--- config.mk ---
export PLATFORM = sky130hd
export DESIGN_NAME = write_back_buffer
export DESIGN_NICKNAME = d
export VERILOG_FILES = /design/src/rtl/write_back_buffer.sv
export SDC_FILE = /design/constraint.sdc
export NUM_CORES = 1
export LEC_CHECK = 0
export CAP_MARGIN = 20
export CORE_ASPECT_RATIO = 2
export CORE_MARGIN = 8
export CORE_UTILIZATION = 35
export CTS_BUF_LIST = sky130_fd_sc_hd__clkbuf_16
export DETAILED_ROUTE_END_ITERATION = 8
export GPL_ROUTABILITY_DRIVEN = 0
export PLACE_DENSITY = 0.8
export SLEW_MARGIN = 20
export SYNTH_ARGS = -nofsm -noshare
export SYNTH_HDL_FRONTEND = slang
export SYNTH_SLANG_ARGS = --single-unit
--- constraint.sdc ---
create_clock -name clk -period 2.9 [get_ports clk]
set_input_delay 0.29 -clock clk [delete_from_list [all_inputs] [get_ports clk]]
set_output_delay 0.29 -clock clk [all_outputs]
set_load 0.05 [all_outputs]
--- src/rtl/write_back_buffer.sv ---
// Write-back buffer: holds one dirty 128-bit cache line and drains it as a
// 4-beat, 32-bit INCR AXI write burst, with a line-address conflict check.
module write_back_buffer #(
    parameter logic [3:0]  AXI_ID     = 4'd1,
    parameter int unsigned LINE_BEATS = 4
) (
    input  logic         clk,
    input  logic         rst,

    input  logic         i_wb_req,
    input  logic [31:0]  i_wb_addr,
    input  logic [127:0] i_wb_data,
    output logic         o_wb_rdy,
    output logic         o_wb_done,

    input  logic [31:0]  i_chk_addr,
    output logic         o_chk_hit,

    output logic         o_awvalid,
    input  logic         i_awready,
    output logic [31:0]  o_awaddr,
    output logic [3:0]   o_awid,
    output logic [7:0]   o_awlen,
    output logic [2:0]   o_awsize,
    output logic [1:0]   o_awburst,

    output logic         o_wvalid,
    input  logic         i_wready,
    output logic [31:0]  o_wdata,
    output logic [3:0]   o_wstrb,
    output logic         o_wlast,

    input  logic         i_bvalid,
    output logic         o_bready
);

    localparam logic [1:0] LAST_BEAT = 2'(LINE_BEATS - 1);

    typedef enum logic [1:0] {
        ST_IDLE = 2'd0,
        ST_AW   = 2'd1,
        ST_W    = 2'd2,
        ST_B    = 2'd3
    } state_e;

    state_e         state_q, state_d;
    logic [1:0]     cnt_q, cnt_d;
    logic [27:0]    line_addr_q, line_addr_d;
    logic [127:0]   line_data_q, line_data_d;
    logic           done_q, done_d;
    logic [31:0]    beat_data_s;
    logic           unused_addr_lsbs_s;

    // Offset bits inside a line are irrelevant to both the burst and the check.
    assign unused_addr_lsbs_s = ^{i_wb_addr[3:0], i_chk_addr[3:0]};

    // State, beat counter, captured line and completion pulse registers.
    always_ff @(posedge clk) begin
        if (rst) begin
            state_q     <= ST_IDLE;
            cnt_q       <= 2'd0;
            line_addr_q <= 28'd0;
            line_data_q <= 128'd0;
            done_q      <= 1'b0;
        end else begin
            state_q     <= state_d;
            cnt_q       <= cnt_d;
            line_addr_q <= line_addr_d;
            line_data_q <= line_data_d;
            done_q      <= done_d;
        end
    end

    // Next-state logic for the IDLE -> AW -> W -> B sequence.
    always_comb begin
        state_d     = state_q;
        cnt_d       = cnt_q;
        line_addr_d = line_addr_q;
        line_data_d = line_data_q;
        done_d      = 1'b0;
        case (state_q)
            ST_IDLE: begin
                if (i_wb_req) begin
                    state_d     = ST_AW;
                    cnt_d       = 2'd0;
                    line_addr_d = i_wb_addr[31:4];
                    line_data_d = i_wb_data;
                end else begin
                    state_d = ST_IDLE;
                end
            end
            ST_AW: begin
                if (i_awready) begin
                    state_d = ST_W;
                    cnt_d   = 2'd0;
                end else begin
                    state_d = ST_AW;
                end
            end
            ST_W: begin
                if (i_wready) begin
                    if (cnt_q == LAST_BEAT) begin
                        state_d = ST_B;
                        cnt_d   = 2'd0;
                    end else begin
                        cnt_d = cnt_q + 2'd1;
                    end
                end else begin
                    cnt_d = cnt_q;
                end
            end
            ST_B: begin
                if (i_bvalid) begin
                    state_d = ST_IDLE;
                    done_d  = 1'b1;
                end else begin
                    state_d = ST_B;
                end
            end
            default: begin
                state_d = ST_IDLE;
                cnt_d   = 2'd0;
            end
        endcase
    end

    // Beat select: word 0 leaves first so a shift-in receiver rebuilds the line in order.
    always_comb begin
        beat_data_s = 32'd0;
        case (cnt_q)
            2'd0:    beat_data_s = line_data_q[31:0];
            2'd1:    beat_data_s = line_data_q[63:32];
            2'd2:    beat_data_s = line_data_q[95:64];
            2'd3:    beat_data_s = line_data_q[127:96];
            default: beat_data_s = 32'd0;
        endcase
    end

    assign o_wb_rdy  = (state_q == ST_IDLE);
    assign o_wb_done = done_q;

    assign o_awvalid = (state_q == ST_AW);
    assign o_awaddr  = {line_addr_q, 4'b0000};
    assign o_awid    = AXI_ID;
    assign o_awlen   = 8'd3;
    assign o_awsize  = 3'b010;
    assign o_awburst = 2'b01;

    assign o_wvalid  = (state_q == ST_W);
    assign o_wdata   = beat_data_s;
    assign o_wstrb   = 4'hF;
    assign o_wlast   = (state_q == ST_W) && (cnt_q == LAST_BEAT);

    assign o_bready  = (state_q == ST_B);

    assign o_chk_hit = (state_q != ST_IDLE) && (i_chk_addr[31:4] == line_addr_q);

endmodule

==> metrics.cfg <==
[grt]
grt_use_met1_pct = 18.9
grt_pass1_vias = 6935
use_met3_pct = 5.74
overflow = 0
busiest_layer = met2
antenna_found_initial = 3
gr-usage-met2_pct = 31.9
grt_usage_pct = 18.6
grt_first_pass_wirelength_mm = 35.8
grt_start_max_net_pins = 101

[cts]
cts-root-buf = clkbuf_16
clk-insertion-delay-late_ns = 0.42
htreeDepth = 4
cts_hold_buf = 0
cts_tree = yes
clk_path_buf_depth = 2
numCtsBuffers = 17
cts_resized = 0
post_cts_buffers = 0
clk_pin_slew_ns = 0.06
clkSinkCount = 161

[floorplanning]
fp-row-count = 73
die_w_um = 116
die_h_um = 216
io_pins = 290
start_util_pct = 35.4
die_area_um2 = 25100
core_area_um2 = 19800

[detailed_routing]
wl_mm = 23.7
avgRoutedWirePerCell_um = 17.2
ant_nets = 0
drc_errors = 0
firstDrtPassIters = 8
num_vias = 6746
vias_per_cell = 4.89
first_iter_violations = 537

[pwr]
power_density_nw_per_um2 = 540
finalPower_mw = 5.63
ir_worst_vdd_v = 0.000314
leakage_nw = 4.04

[synthesis]
synthTopCellsByArea = dfxtp_1 (46%), nand2_1 (17%), a21oi_1 (11%), mux2i_1 (4.7%), a222oi_1 (4.6%)
synth_seq_area_share_pct = 45.9
ys_ff_latch = 161
synthesis.area_um2 = 7020
synth_edf_count = 0
yosysTopAreaCell = dfxtp_1
asyncSetResetFlopFracSynth_pct = 0
synthCells = 886
yosys_warnings = 0
synth_cell_types = 27
synthFlopType = dfxtp_1
synth_top_cell_area_share_pct = 45.9
avgSynthCellArea_um2 = 7.93

[outcome]
outcome = complete, no violations

[timing]
max_freq_mhz = 400
period_minus_slack_ns = 2.50
setup_viol = 0
clock_skew_ns = 0.00964
rsz0062_at_grt = false
worstMarginPinSlew_ns = 1.05
hold_viol = 0
max-slew-margin-rel_pct = 29.8
fin_crit_sh_pct = 86.2
slew_violations = 0
tns_ns = 0

[critical_path]
start_kind = flip-flop
crit_path_end_kind = output port
worst-setup-path-type = flip-flop to output port
arrival_ns = 2.21
required_ns = 2.61
cp_max_fo = 32

[finish]
nets = 1304
final_common_cell = nand2_1
drive_above_1_share_pct = 6.82
finalNonFillerCells = 1379
area_growth_pct = 48.4
nFillCells = 1850
final_cell_mix = nand2_1 (314), clkdlybuf4s50_1 (222), dfxtp_1 (161)

[place]
hpwl_mm = 16.6
portBuffers = 256
dp.cells = 1345

[flow_run]
maxCapViolCount = 0

[hold_path]
hp-class = primary input to flip-flop

[flip-flops by register name, indices dropped and copies added, names as in the netlist]
name         count
cnt_q            2
state_q          2
line_data_q    128
line_addr_q     28
o_wb_done        1
[metrics by stage]
step | area (µm²) | utilization [%] | hold WS [ns] | worst slack, ns
floorplan | 7120 | - | 0.387 | 0.450
global placement | 9910 | 50.0 | 0.441 | 0.627
detailed placement | 9910 | 50.0 | 0.446 | 0.620
CTS | 10400 | 52.5 | 0.384 | 0.322
global route | 10400 | 52.6 | 0.398 | 0.253
finish | 10400 | 52.6 | 0.382 | 0.400
[synthesized netlist by cell type (5+ instances only)]
master	instances
buf_4	30
inv_1	35
a222oi_1	32
buf_2	21
a21oi_1	159
nand2_1	315
nor4_1	5
mux2i_1	33
clkbuf_1	30
xor2_1	17
dfxtp_1	161
xnor2_1	11
buf_6	11
[metal layers]
metal,wire [µm],vias up
met3,1830,61
met4,1090,0
met5,0,-
met1,8530,3092
li1,-,3318
met2,12300,275
[worst max-delay path: stages, from the launching register on]
cell      delay, ns
dfxtp_1        0.38
inv_1          0.08
ha_1           0.18
buf_4          0.29
a222oi_1       0.49
mux2i_1        0.19
buf_12         0.19
[logic make-up after synthesis]
kind of cell             synth area share [%]
other                                   0.107
flip-flops                               45.9
XOR/XNOR                                 3.49
multiplexers                             5.02
buffers and inverters                    9.94
AND/OR/NAND/NOR                          18.8
adder cells (fa/ha/maj)                 0.713
AO/OA/AOI/OAI                            16.0
[cell type report]
class / count / area, µm² / share of cell area, %
Antenna cell: 3 / 7.51 / 0.0720
Clock inverter: 14 / 78.8 / 0.756
Timing Repair Buffer: 266 / 3020 / 28.9
Inverter: 35 / 131 / 1.26
Multi-Input combinational cell: 621 / 3210 / 30.8
Sequential cell: 161 / 3220 / 30.9
Tap cell: 262 / 328 / 3.15
Clock buffer: 17 / 425 / 4.08
[report_power, final]
part / total [mW] / switching (mW) / internal (mW)
sequential: 2.45 / 0.0923 / 2.36
combinational: 1.24 / 0.693 / 0.543
clock: 1.94 / 0.872 / 1.07
[path summary, 6_finish.rpt]
kind | startpoint | end | slack, ns | depth (start not counted)
worst max register to register | state_q[0]$_SDFFE_PP0P_ | line_data_q[72]$_SDFFE_PP0P_ | 0.80 | 5
worst min-delay path | rst | cnt_q[0]$_SDFFE_PP0P_ | 0.38 | 3
worst min register to register | line_data_q[2]$_SDFFE_PP0P_ | line_data_q[2]$_SDFFE_PP0P_ | 0.45 | 2
worst max-delay path | cnt_q[1]$_SDFFE_PP0P_ | o_wdata[31] | 0.40 | 6
Note: power is estimated with default switching activity, not from simulation.
